<file path="src/rtl/dmem_arb_pkg.sv">
// Shared types for the data-memory arbiter.
package dmem_arb_pkg;

  typedef enum logic [1:0] {
    ARB_IDLE,
    ARB_ISSUE,
    ARB_RESP
  } arb_state_t;

  typedef enum logic {
    PORT_CORE,
    PORT_EXT
  } arb_port_t;

endpackage

</file>
<file path="src/rtl/dmem_arbiter.sv">
// Two-port round-robin arbiter in front of the single-port data memory.
// Every access is a fixed ISSUE/RESP pair so the memory's registered read
// lands in RESP, where it is captured into the owner's rdata register.
module dmem_arbiter #(
  parameter int unsigned WIDTH    = 16,
  parameter int unsigned D_ADDR_W = 8
) (
  input  logic                clk,
  input  logic                reset,

  input  logic                core_req,
  input  logic                core_wr,
  input  logic [D_ADDR_W-1:0] core_addr,
  input  logic [WIDTH-1:0]    core_wdata,
  output logic [WIDTH-1:0]    core_rdata,
  output logic                core_ack,

  input  logic                ext_req,
  input  logic                ext_wr,
  input  logic [D_ADDR_W-1:0] ext_addr,
  input  logic [WIDTH-1:0]    ext_wdata,
  output logic [WIDTH-1:0]    ext_rdata,
  output logic                ext_ack,
  input  logic                ext_lock,

  output logic                mem_write,
  output logic [D_ADDR_W-1:0] mem_addr,
  output logic [WIDTH-1:0]    mem_wdata,
  input  logic [WIDTH-1:0]    mem_rdata,

  output logic                busy
);

  import dmem_arb_pkg::*;

  arb_state_t state;
  arb_port_t  owner;
  arb_port_t  last;
  logic       lock_q;
  logic       op_wr;

  arb_port_t             win_c;
  logic                  sel_wr_c;
  logic [D_ADDR_W-1:0]   sel_addr_c;
  logic [WIDTH-1:0]      sel_wdata_c;

  // Pick the winner among current requests and mux its request fields.
  always_comb begin
    win_c       = PORT_CORE;
    sel_wr_c    = core_wr;
    sel_addr_c  = core_addr;
    sel_wdata_c = core_wdata;
    if (ext_req && (!core_req || lock_q || (last == PORT_CORE))) begin
      win_c = PORT_EXT;
    end
    if (win_c == PORT_EXT) begin
      sel_wr_c    = ext_wr;
      sel_addr_c  = ext_addr;
      sel_wdata_c = ext_wdata;
    end
  end

  // Arbitration FSM; memory bus and acks are registered and default low.
  always_ff @(posedge clk or negedge reset) begin
    if (!reset) begin
      state      <= ARB_IDLE;
      owner      <= PORT_CORE;
      last       <= PORT_EXT;
      lock_q     <= 1'b0;
      op_wr      <= 1'b0;
      mem_write  <= 1'b0;
      mem_addr   <= '0;
      mem_wdata  <= '0;
      core_ack   <= 1'b0;
      ext_ack    <= 1'b0;
      core_rdata <= '0;
      ext_rdata  <= '0;
      busy       <= 1'b0;
    end else begin
      mem_write <= 1'b0;
      mem_addr  <= '0;
      mem_wdata <= '0;
      core_ack  <= 1'b0;
      ext_ack   <= 1'b0;
      case (state)
        ARB_IDLE: begin
          if (core_req || ext_req) begin
            owner     <= win_c;
            op_wr     <= sel_wr_c;
            mem_write <= sel_wr_c;
            mem_addr  <= sel_addr_c;
            mem_wdata <= sel_wdata_c;
            busy      <= 1'b1;
            state     <= ARB_ISSUE;
          end
        end
        ARB_ISSUE: begin
          if (owner == PORT_EXT) begin
            ext_ack <= 1'b1;
          end else begin
            core_ack <= 1'b1;
          end
          state <= ARB_RESP;
        end
        ARB_RESP: begin
          if (!op_wr) begin
            if (owner == PORT_EXT) begin
              ext_rdata <= mem_rdata;
            end else begin
              core_rdata <= mem_rdata;
            end
          end
          last   <= owner;
          lock_q <= (owner == PORT_EXT) ? ext_lock : 1'b0;
          busy   <= 1'b0;
          state  <= ARB_IDLE;
        end
        default: begin
          busy  <= 1'b0;
          state <= ARB_IDLE;
        end
      endcase
    end
  end

endmodule
</file>
<file path="config.mk">
export PLATFORM = sky130hd
export DESIGN_NAME = dmem_arbiter
export DESIGN_NICKNAME = d
export VERILOG_FILES = /design/src/rtl/dmem_arb_pkg.sv /design/src/rtl/dmem_arbiter.sv
export SDC_FILE = /design/constraint.sdc
export NUM_CORES = 1
export LEC_CHECK = 0
export BUFFER_PORTS_ARGS = -buffer_cell sky130_fd_sc_hd__buf_4
export CAP_MARGIN = 20
export CORE_MARGIN = 3
export CORE_UTILIZATION = 40
export DETAILED_ROUTE_END_ITERATION = 10
export PLACE_DENSITY_LB_ADDON = 0.3
export REMOVE_ABC_BUFFERS = 1
export SLEW_MARGIN = 40
export SYNTH_ARGS = -nofsm -noshare
export SYNTH_HDL_FRONTEND = slang
export SYNTH_SLANG_ARGS = --single-unit
</file>
<file path="constraint.sdc">
create_clock -name clk -period 1.7 [get_ports clk]
set_input_delay 0.085 -clock clk [delete_from_list [all_inputs] [get_ports clk]]
set_output_delay 0.085 -clock clk [all_outputs]
set_load 0.03 [all_outputs]
</file>
# [Word level (Yosys, flattened, before mapping)]
# Cells that the tools add are included.
[totals] reg_bits=66 output_inout_bits=60 word_cells=49
[classes] n_eq_ne=3 mux=19 bitwise_logic=4 n_reduce_logical=10
[ops] op="2-to-1 mux 16 bit" count=3
[ops] op="2-to-1 mux 8 bit" count=3
[ops] op="2-to-1 mux 1 bit" count=10
[ops] op="AND reduction 3 bit" count=2
[ops] op="NOT 1 bit" count=4
[ops] op="case mux 2 bit (2 select lines)" count=1
[ops] op="AND reduction 2 bit" count=2
[ops] op="logical OR 1 bit" count=3
[ops] op="== test 2 x 1 -> 1 bit, second input constant" count=1
[ops] op="== test 2 bit, second input constant" count=1
[ops] op="logical NOT 2 bit" count=1
[ops] op="2-to-1 mux 2 bit" count=1
[ops] op="!= test 2 bit, second input constant" count=1
[ops] op="case mux 1 bit (2 select lines)" count=1
[ops] op="logical AND 1 bit" count=1
[ops] op="logical NOT 1 bit" count=1

# [Logic depth before layout (Yosys ltp)]
# Gate-level depths: netlist (run 1).
[depth] word_depth=8 depth_mapped=5 mapped_depth_nobuf=4

# [Least setup slack after synthesis (run 1)]
# Ideal clock, no wire load.
[synth_path] path_kind="reg-to-reg" from="register state[0]" to="register ext_rdata[10]" setup_time_ns=0.125 arrival_ns=1.382 setup_slack_ns=0.193 stages_incl_launch_ff=5 path_buffers=1 cell_sequence="dfrtp_1 nand2b_4 nor3b_4 buf_12 mux2_4"
[synth_via] elab_chain_len=2
[synth_lines] item="from (decl)" line="dmem_arbiter.sv:36" text="arb_state_t state;"
[synth_lines] item="from (signal assigned)" line="dmem_arbiter.sv:66" text="state <= ARB_IDLE;"
[synth_lines] item="from (signal assigned)" line="dmem_arbiter.sv:94" text="state <= ARB_ISSUE;"
[synth_lines] item="from (signal assigned)" line="dmem_arbiter.sv:103" text="state <= ARB_RESP;"
[synth_lines] item="== test 2 bit" line="dmem_arbiter.sv:85" text="case (state)"
[synth_lines] item="AND reduction 3 bit (no line)"
[synth_lines] item="to (signal assigned)" line="dmem_arbiter.sv:108" text="ext_rdata <= mem_rdata;"
[synth_lines] item="to (decl)" line="dmem_arbiter.sv:22" text="output logic [WIDTH-1:0] ext_rdata,"
# No other way between the ends.
# A chain may end at the register's enable or synchronous reset.

# [Worst setup path after layout (run 1)]
[layout_path] from="register state[0]" to="register ext_rdata[4]"
# Same word-level chain as after synthesis.

==> run summary, run 1 <==
CTS tree = yes
Worst Hold Class = in -> reg
Mapped Area = 0.002669 mm^2
clk_lat worst skew = 0.33 ns
hold_buf cts = 17
Nets = 431
CTS max path bufs = 2
Worst R2R End = ext_rdata[4]$_DFFE_PN0P_
Power Density = 1840 mW/mm^2
maximum VDD drop = 0.7460 mV
Root Driver = clkbuf_8
H-tree levels = 3
R2R cell count = 4
CP max stage delay = 0.39 ns
Cells after Synth = 209
sequential area share after synthesis = 61.93%
Worst Path Buf+Inv = 1
worst relative slew slack = 56.49%
Global Route Usage Sum = 18.53%
Hold Crit Start = core_wdata[1]
post-CTS setup buffers = 0
Critical Path Sink Type = flop
Max Cap Violations = 0
vias in the first global route = 2326
f_max = 681.4 MHz
die extent in x = 87.68 um
worst slew pin tran = 0.6519 ns
Total Die Area = 0.007688 mm^2
TritonCTS buffer count = 9
Crit Path Category = reg -> reg
number of I/O pins = 131
RSZ-0062 raised after global routing = no
Crit path required time = 1.91 ns
Layout Cells excl Fill = 442
Final Setup Violations = 0
Ant. Diodes = 0
first-pass GRT wire length = 10980 um
pin count of the biggest net entering global routing = 54
DP HPWL = 4788 um
Final Slew Violations = 0
total leakage power = 2.054 nW
post-CTS resize count = 0
worst hold stages = 3
worst slack, placed = 0.2442 ns
FILL cells = 503
CP arrival = 1.68 ns
top post-synthesis cells by area = dfrtp_1 (61%), mux2_2 (9.7%), mux2_4 (5.6%)
worst setup margin = 0.2324 ns
Setup TNS Final = 0 ns
CP Cell Sequence = nand2b_4 > nor3b_4 > buf_12 > mux2_2
status = complete, no violations
Worst-path clk slew = 0.07 ns
Worst setup SP type = flop
Synthesis Warnings = 0
DP Cell Count = 409
min Tclk post-route = 1.468 ns
Fin. Hold Viols = 0
FF-to-FF setup slack = 0.23 ns
area fraction of the dominant cell type after synthesis = 60.95%
reg2reg start = state[0]$_DFFE_PN0P_
Worst Hold Path EP = mem_wdata[1]$_DFF_PN0_
Routed WL = 6834 um
largest delay contributor family on the critical path = simple AND/OR/NAND/NOR gates
clock sinks = 66
final period utilization = 86.33%
die height = 87.68 um
Cell Rows = 29
area grow syn2layout = 56.40%
port bufs = 130
total core area = 0.006422 mm^2
syn avg cell area = 12.77 um^2
clk_skew = 0.007290 ns
Post-route DRC = 0
Yosys reg bits = 66
total power = 0.007680 W
GP Congestion = 0.7526
Routed Antenna Nets = 0
via count = 2243
initial DRC count = 74
crit path max-delay cell type = dfrtp_1
initial cell density of the core = 41.55%
crit path max fanout = 16
share of cells above drive strength 1 = 52.88%
grt ovf = 0
Yosys top cell by area = dfrtp_1
initial antenna violation count = 0
router iterations before antenna repair = 6
Unique masters post-synth = 27
routed vias/inst = 5.075
routed len/inst = 15.46 um
-- state kept, by name (all words and copies together) (netlist names) --
| signal | count |
|---|---|
| mem_write | 1 |
| owner | 1 |
| core_rdata | 16 |
| mem_addr | 8 |
| ext_rdata | 16 |
| mem_wdata | 16 |
| state | 2 |
| core_ack | 1 |
| last | 1 |
| ext_ack | 1 |
| op_wr | 1 |
| busy | 1 |
| lock_q | 1 |
-- cell families after synthesis --
group,after synthesis,synth area share [%]
simple gates,38,8.862
mux,33,15.33
buf+inv,17,3.329
flops,66,61.93
compound gates,55,10.55
-- area by class of cell --
type / count / area, um^2 / share of cell area (%)
sequential: 66 / 1653 / 39.60
timing repair buffer: 154 / 1249 / 29.92
multi-input combinational: 126 / 927.1 / 22.21
clock buffer: 12 / 165.2 / 3.957
tap: 77 / 96.34 / 2.308
clock inverter: 4 / 72.57 / 1.739
inverter: 3 / 11.26 / 0.2698
-- metal layers --
metal  vias up  part of all wire [%]  GRT usage, %
met5         -                     0             0
met4         0                   1.9         8.368
met3        11                    13         8.278
met2       125                    46         28.63
met1      1057                    40         22.35
li1       1050                     -             -
-- Yosys cell counts (all sizes together) --
master and number:
dfrtp 65, mux2 33, o21ai 27, a21oi 26, nand3 25, clkbuf 8
buf 6, inv 3, nand2 3, and2b 2, a31oi 1, a32o 1
and2 1, and3b 1, dfstp 1, nand2b 1, nand3b 1, nor2 1
nor3 1, nor3b 1, or2 1
-- worst register-to-register path, cell delays in order (launching register included) --
cell      delay, ns
dfrtp_1        0.39
nand2b_4       0.18
nor3b_4        0.23
buf_12         0.19
mux2_2         0.35
-- per-stage QoR --
stage | util (%) | hold slack [ns] | cell area (um^2)
global route | 64.99 | 0.01246 | 4174
finish | 64.99 | 0.02058 | 4174
CTS | 64.99 | 0.002538 | 4174
detailed placement | 58.64 | -0.04859 | 3766
global placement | 58.64 | -0.05373 | 3766
floorplan | - | -0.2106 | 2591
-- how the worst max path moves through the flow --
stage,start,cells after the start,to
6_report,state[0]$_DFFE_PN0P_,4,ext_rdata[4]$_DFFE_PN0P_
3_3_place_gp,state[0]$_DFFE_PN0P_,4,ext_rdata[3]$_DFFE_PN0P_
2_1_floorplan,state[0]$_DFFE_PN0P_,3,ext_rdata[0]$_DFFE_PN0P_
4_1_cts,state[0]$_DFFE_PN0P_,4,ext_rdata[0]$_DFFE_PN0P_
5_1_grt,state[0]$_DFFE_PN0P_,4,ext_rdata[0]$_DFFE_PN0P_
3_5_place_dp,state[0]$_DFFE_PN0P_,4,ext_rdata[3]$_DFFE_PN0P_
-- layout by cell type, fill, tap and decap left out, drive strengths merged, types with 2 or more instances in the layout --
| cell type | Yosys | final |
|---|---|---|
| a21oi | 26 | 26 |
| and2b | 2 | 2 |
| buf | 6 | 137 |
| bufinv | 0 | 2 |
| clkbuf | 8 | 12 |
| dfrtp | 65 | 65 |
| dlygate4sd3 | 0 | 17 |
| inv | 3 | 3 |
| mux2 | 33 | 33 |
| nand2 | 3 | 3 |
| nand3 | 25 | 25 |
| o21ai | 27 | 27 |
-- power breakdown --
group	total, W	switching [W]	internal, W
Combinational	0.00358	0.00203	0.00154
Clock	0.00152	0.000578	0.000944
Sequential	0.00258	0.000367	0.00222
Total	0.00768	0.00298	0.00470
Note: power is estimated with default switching activity, not from simulation.
==> inputs of run 2 (changes only) <==
- ABC_AREA: not set -> 1
==> run 2 against run 1 <==
Synthesized area increased by 2.8%. Via count increased by 9.9%. Die area increased by 2.6%. Flip-flop and latch count unchanged. Core utilization decreased by 0.19 points. Maximum frequency increased by 6.7%. Sequential share of layout area decreased by 0.33 points. Combinational power increased by 5%. Non-clock buffer count increased by 6. Sequential power increased by 2%. Critical path type unchanged. Highest routed layer unchanged.
==> run summary, run 2 <==
status = complete, no violations
area fraction of the dominant cell type after synthesis = 59.28% (-1.7 points)
initial cell density of the core = 42.25% (+0.69 points)
Power Density = 1830 mW/mm^2 (-0.56%)
Synthesis Warnings = 0 (unchanged)
f_max = 727.0 MHz (+6.7%)
initial DRC count = 54 (-27%)
Routed Antenna Nets = 0 (unchanged)
CP arrival = 1.61 ns (-0.07 ns)
H-tree levels = 3 (unchanged)
Mapped Area = 0.002744 mm^2 (+2.8%)
final period utilization = 80.91% (-5.4 points)
share of cells above drive strength 1 = 35.68% (-17 points)
die height = 88.83 um (+1.3%)
clock sinks = 66 (unchanged)
mux share of post-synthesis cell area = 0% (-15 points)
via count = 2464 (+9.9%)
Hold Crit Start = core_wdata[9]
clk_skew = 0.01247 ns (+0.005182 ns)
Routed WL = 7034 um (+2.9%)
Cells after Synth = 293 (+40%)
syn avg cell area = 9.365 um^2 (-27%)
Worst R2R End = core_rdata[12]$_DFFE_PN0P_
CTS max path bufs = 2 (unchanged)
FF-to-FF setup slack = 0.32 ns (+0.09 ns)
Cell Rows = 29 (unchanged)
routed vias/inst = 4.640 (-8.6%)
Global Route Usage Sum = 18.33% (-0.20 points)
commonest non-fill, non-tap cell in the layout = buf_4
commonest non-fill, non-tap cells in the layout = buf_4 (133), dfrtp_1 (65), nand2_1 (62), nor2_1 (54), dlygate4sd3_1 (26)
Top FF cell, synth = dfrtp_1
Worst Hold Class = in -> reg
RSZ-0062 raised after global routing = no
Max Cap Violations = 0 (unchanged)
Nets = 520 (+21%)
Fin Hold WS = 0.01483 ns (-0.005752 ns)
clk_lat worst skew = 0.33 ns (about the same)
crit path max fanout = 32 (+16)
Post-route DRC = 0 (unchanged)
routed len/inst = 13.25 um (-14%)
Synth Area in Simple Gates = 25.95% (+17 points)
Unique masters post-synth = 19 (-30%)
number of I/O pins = 131 (unchanged)
R2R cell count = 3 (-1)
DP HPWL = 4965 um (+3.7%)
top post-synthesis cells by area = dfrtp_1 (59%), nand2_1 (8.5%), nor2_1 (7.4%)
first-pass GRT wire length = 10980 um (about the same)
port bufs = 130 (unchanged)
reg2reg start = state[0]$_DFFE_PN0P_
total core area = 0.006495 mm^2 (+1.1%)
router iterations before antenna repair = 4 (-2)
maximum VDD drop = 0.7277 mV (-2.5%)
GP Congestion = 0.7746 (+2.9%)
vias in the first global route = 2401 (+3.2%)
min Tclk post-route = 1.375 ns (-0.09213 ns)
pin count of the biggest net entering global routing = 35 (-35%)
Worst Hold Path EP = mem_wdata[9]$_DFF_PN0_
Ant. Diodes = 0 (unchanged)
worst relative slew slack = 62.01% (+5.5 points)
Yosys top cell by area = dfrtp_1
Final Slew Violations = 0 (unchanged)
Root Driver = clkbuf_8
post-synthesis xor/xnor area fraction = 0% (unchanged)
adder-cell share of the synthesized area = 0% (unchanged)
Yosys reg bits = 66 (unchanged)
Fin. Hold Viols = 0 (unchanged)
Crit path required time = 1.93 ns (+0.02 ns)
Crit Path Category = reg -> reg
Setup TNS Final = 0 ns (unchanged)
worst hold stages = 3 (unchanged)
count leader, synth = dfrtp_1
initial antenna violation count = 0 (unchanged)
Largest regs = core_rdata x16, ext_rdata x16, mem_wdata x16
commonest cells in the synthesized netlist = dfrtp_1 (65), nand2_1 (62), nor2_1 (54)
sequential area share after synthesis = 60.24% (-1.7 points)
total leakage power = 2.248 nW (+9.5%)
worst slew pin tran = 0.5679 ns (-0.08404 ns)
Final Setup Violations = 0 (unchanged)
Worst-path clk slew = 0.08 ns (about the same)
Worst setup SP type = flop
grt ovf = 0 (unchanged)
area grow syn2layout = 53.40%
asr flop ratio synth = 100.0% (unchanged)
FILL cells = 547 (+8.7%)
CTS tree = yes
post-synthesis compound-gate area fraction = 6.384% (-4.2 points)
EDFF count, synth = 0 (unchanged)
Total Die Area = 0.007890 mm^2 (+2.6%)
Critical Path Sink Type = flop
largest family of logic cells by synthesized area = simple AND/OR/NAND/NOR gates
DP Cell Count = 489 (+20%)
Layout Cells excl Fill = 531 (+20%)
TritonCTS buffer count = 9 (unchanged)
die extent in x = 88.83 um (+1.3%)
run 2: changes by cell type after synthesis, sizes merged, moves of 7 or more:
cell    before  now
nor2         1   57
buf          6   14
nand3       25    4
mux2        33    0
inv          3   26
nand3b       1   24
nand2        3   66
o21ai       27   34
clkbuf       8    1
a21oi       26    1
run 2: area by class of cell:
class	instances	area, um^2	area share [%]
clock buffers	11	141.4	3.359
clock inverters	5	55.05	1.308
inverters	26	97.59	2.319
repair buffers	160	1279	30.38
multi-input cells	186	887.1	21.08
well taps	77	96.34	2.289
flip-flops and latches	66	1653	39.27
run 2: kinds of logic after synthesis:
| logic type | after synthesis |
|---|---|
| AO/OA/AOI/OAI | 35 |
| buffers and inverters | 41 |
| flip-flops | 66 |
| AND/OR/NAND/NOR | 151 |
run 2: metrics by stage:
| step | total power [W] | cell area [um^2] | util [%] | setup WS, ns |
|---|---|---|---|---|
| 3_3_place_gp | 0.006321 | 3752 | 57.77 | 0.4126 |
| 2_1_floorplan | 0.004857 | 2638 | - | 0.3024 |
| 4_1_cts | 0.007764 | 4209 | 64.80 | 0.3002 |
| 6_report | 0.007702 | 4209 | 64.80 | 0.3246 |
| 3_5_place_dp | 0.006416 | 3752 | 57.77 | 0.3193 |
| 5_1_grt | 0.008215 | 4209 | 64.80 | 0.1996 |
run 2: layer usage:
metal	track usage, %	vias to the layer above	wire length [um]
li1	-	1225	-
met1	22.59	1105	2860
met2	28.07	123	3184
met5	0	-	0
met3	7.728	11	871
met4	8.242	0	117
run 2: worst max-delay path by stage:
stage	start	to	slack, ns	cells past startpoint
final	state[0]$_DFFE_PN0P_	core_rdata[12]$_DFFE_PN0P_	0.32	3
after global placement	state[0]$_DFFE_PN0P_	core_rdata[13]$_DFFE_PN0P_	0.41	3
after CTS	state[0]$_DFFE_PN0P_	core_rdata[12]$_DFFE_PN0P_	0.30	3
after detailed placement	state[0]$_DFFE_PN0P_	core_rdata[12]$_DFFE_PN0P_	0.32	3
after floorplan	last$_DFFE_PN1P_	mem_addr[0]$_DFF_PN0_	0.30	5
after global routing	state[0]$_DFFE_PN0P_	core_rdata[12]$_DFFE_PN0P_	0.20	3
run 2: power by group:
group	total [W]	internal [W]	switching, W
sequential	0.00263	0.00227	0.000363
combinational	0.00377	0.00137	0.00240
clock	0.00130	0.000712	0.000586
run 2: what timing repair did:
action,in CTS,in global routing
gates resized for setup,0,0
hold buffers,26,0
setup buffers,0,0
hold endpoints to repair,58,0
run 2: worst max-delay path, stage by stage, from the launching register on:
cell and delay (ns):
dfrtp_1 0.45, nor2_8 0.17, nand2_2 0.32, o21ai_0 0.33
==> inputs of run 3 (changes only) <==
- clock period: 1.7 -> 1.16 ns (I/O delays scaled with it)
==> run 3 against run 2 <==
The run now ends with negative setup slack left. Clock skew is 0.00075 ns lower. Cell area increased by 15%. Core utilization increased by 9.6 points. Final cell count increased by 5.8%. Setup slack worse by 0.39 ns.
==> run summary, run 3 (synthesized netlist as in run 2, its figures left out) <==
H-tree levels = 3 (unchanged)
Worst setup SP type = flop
Layout Utilization = 74.44% (+9.6 points)
first-pass GRT wire length = 11660 um (+6.2%)
Critical Path Sink Type = flop
worst setup margin = -0.06058 ns (-0.3851 ns)
area grow syn2layout = 76.20%
Worst-path clk slew = 0.08 ns (about the same)
clock sinks = 66 (unchanged)
worst relative slew slack = 75.11% (+13 points)
Routed Antenna Nets = 0 (unchanged)
routed len/inst = 15.66 um (+18%)
RSZ-0062 raised after global routing = yes
number of I/O pins = 131 (unchanged)
grt ovf = 0 (unchanged)
Nets = 551 (+6.0%)
Fin. Hold Viols = 0 (unchanged)
Crit Path Category = reg -> reg
share of cells above drive strength 1 = 45.57% (+9.9 points)
via count = 2728 (+11%)
CTS max path bufs = 2 (unchanged)
DP HPWL = 4986 um (+0.43%)
Largest regs = core_rdata x16, ext_rdata x16, mem_wdata x16
Cell Rows = 29 (unchanged)
Final Instance Area = 0.004835 mm^2 (+15%)
commonest non-fill, non-tap cell in the layout = buf_4
Layout Cells excl Fill = 562 (+5.8%)
TritonCTS buffer count = 9 (unchanged)
total power = 0.01269 W (+65%)
Max Cap Violations = 0 (unchanged)
worst slew pin tran = 0.3734 ns (-0.1945 ns)
Global Route Usage Sum = 19.40% (+1.1 points)
Crit path required time = 1.37 ns (-0.56 ns)
crit path max fanout = 8 (-75%)
die height = 88.83 um (unchanged)
initial DRC count = 91 (+69%)
status = finished with violations
dpl cell area = 0.003835 mm^2 (+2.2%)
f_max = 819.3 MHz (+13%)
Root Driver = clkbuf_8
routed vias/inst = 4.854 (+4.6%)
total leakage power = 2.500 nW (+11%)
Routed WL = 8803 um (+25%)
Final Setup Violations = 9 (+9)
commonest non-fill, non-tap cells in the layout = buf_4 (137), dfrtp_1 (64), nor2_1 (48), dlygate4sd3_1 (42), nand2_1 (38)
total core area = 0.006495 mm^2 (unchanged)
final period utilization = 105.2% (+24 points)
failing checks = negative setup slack
CTS tree = yes
Ant. Diodes = 0 (unchanged)
CP arrival = 1.43 ns (-0.18 ns)
DP Cell Count = 495 (+1.2%)
clk_skew = 0.01172 ns (-0.0007494 ns)
GP Congestion = 0.7648 (-1.3%)
maximum VDD drop = 1.006 mV (+38%)
Post-route DRC = 0 (unchanged)
Total Die Area = 0.007890 mm^2 (unchanged)
Power Density = 2624 mW/mm^2 (+43%)
vias in the first global route = 2496 (+4.0%)
Final Slew Violations = 0 (unchanged)
port bufs = 130 (unchanged)
initial cell density of the core = 42.25% (unchanged)
initial antenna violation count = 0 (unchanged)
Worst Hold Class = in -> reg
pin count of the biggest net entering global routing = 33 (-5.7%)
die extent in x = 88.83 um (unchanged)
min Tclk post-route = 1.221 ns (-0.1549 ns)
router iterations before antenna repair = 4 (unchanged)
clk_lat worst skew = 0.34 ns (about the same)
run 3: changes by cell type in the layout (fill, tap and decap cells not counted), sizes merged:
cell	delta
dlygate4sd3	+16
clkinvlp	-2
clkinv	+2
inv	+1
clkbuf	+4
buf	+10
run 3: cell type report:
cell class / instances / area (um^2)
repair buffers: 191 / 1697
fillers: 415 / 1660
clock inverters: 6 / 66.31
flip-flops and latches: 66 / 1654
clock buffers: 10 / 127.6
well taps: 77 / 96.34
inverters: 26 / 105.1
multi-input cells: 186 / 1089
run 3: timing repair:
action	in CTS	in global routing
cloned	0	7
setup endpoints to repair	26	47
pin swaps	0	4
setup buffers	1	1
hold buffers	41	1
gates resized for setup	3	71
endpoints found under the hold margin	116	1
run 3: worst paths after layout:
path	from	end	depth (start not counted)	slack (ns)
max in group asynchronous	reset	mem_wdata[1]$_DFF_PN0_	3	0.49
worst min-delay path	ext_wdata[13]	mem_wdata[13]$_DFF_PN0_	4	0.03
worst max-delay path	state[1]$_DFFE_PN0P_	core_rdata[11]$_DFFE_PN0P_	6	-0.06
min in group asynchronous	reset	op_wr$_DFFE_PN0P_	2	0.19
worst min register to register	core_rdata[0]$_DFFE_PN0P_	core_rdata[0]$_DFFE_PN0P_	2	0.49
worst max register to register	state[1]$_DFFE_PN0P_	core_rdata[11]$_DFFE_PN0P_	6	-0.06
run 3: stage by stage:
stage               hold slack, ns  setup TNS, ns  setup WS, ns
finish                     0.03112        -0.1914      -0.06058
global route               0.04723         -2.333       -0.1007
CTS                       0.003710       -0.01075      -0.01075
detailed placement        0.002015        -0.5852      -0.05725
global placement          0.002405       -0.02138      -0.01089
floorplan                  -0.2376         -5.978       -0.2376
run 3: power breakdown:
group | internal (W) | switching [W] | total, W
combinational | 0.00273 | 0.00401 | 0.00674
clock | 0.00100 | 0.000920 | 0.00192
sequential | 0.00333 | 0.000699 | 0.00403
total | 0.00706 | 0.00563 | 0.0127
run 3: per-layer routing:
metal,vias up,GRT usage [%],share of wire (%)
met5,-,0,0
met4,0,8.379,1.8
met3,15,6.890,9.6
met2,141,30.23,50
met1,1282,24.38,39
li1,1290,-,-
run 3: critical path, cell delays in order, from the launching register on:
cell and delay (ns):
dfrtp_1 0.40, inv_4 0.07, nor2_8 0.17, nand2_4 0.11, clkbuf_16 0.18, nand2_1 0.07
o21ai_1 0.08
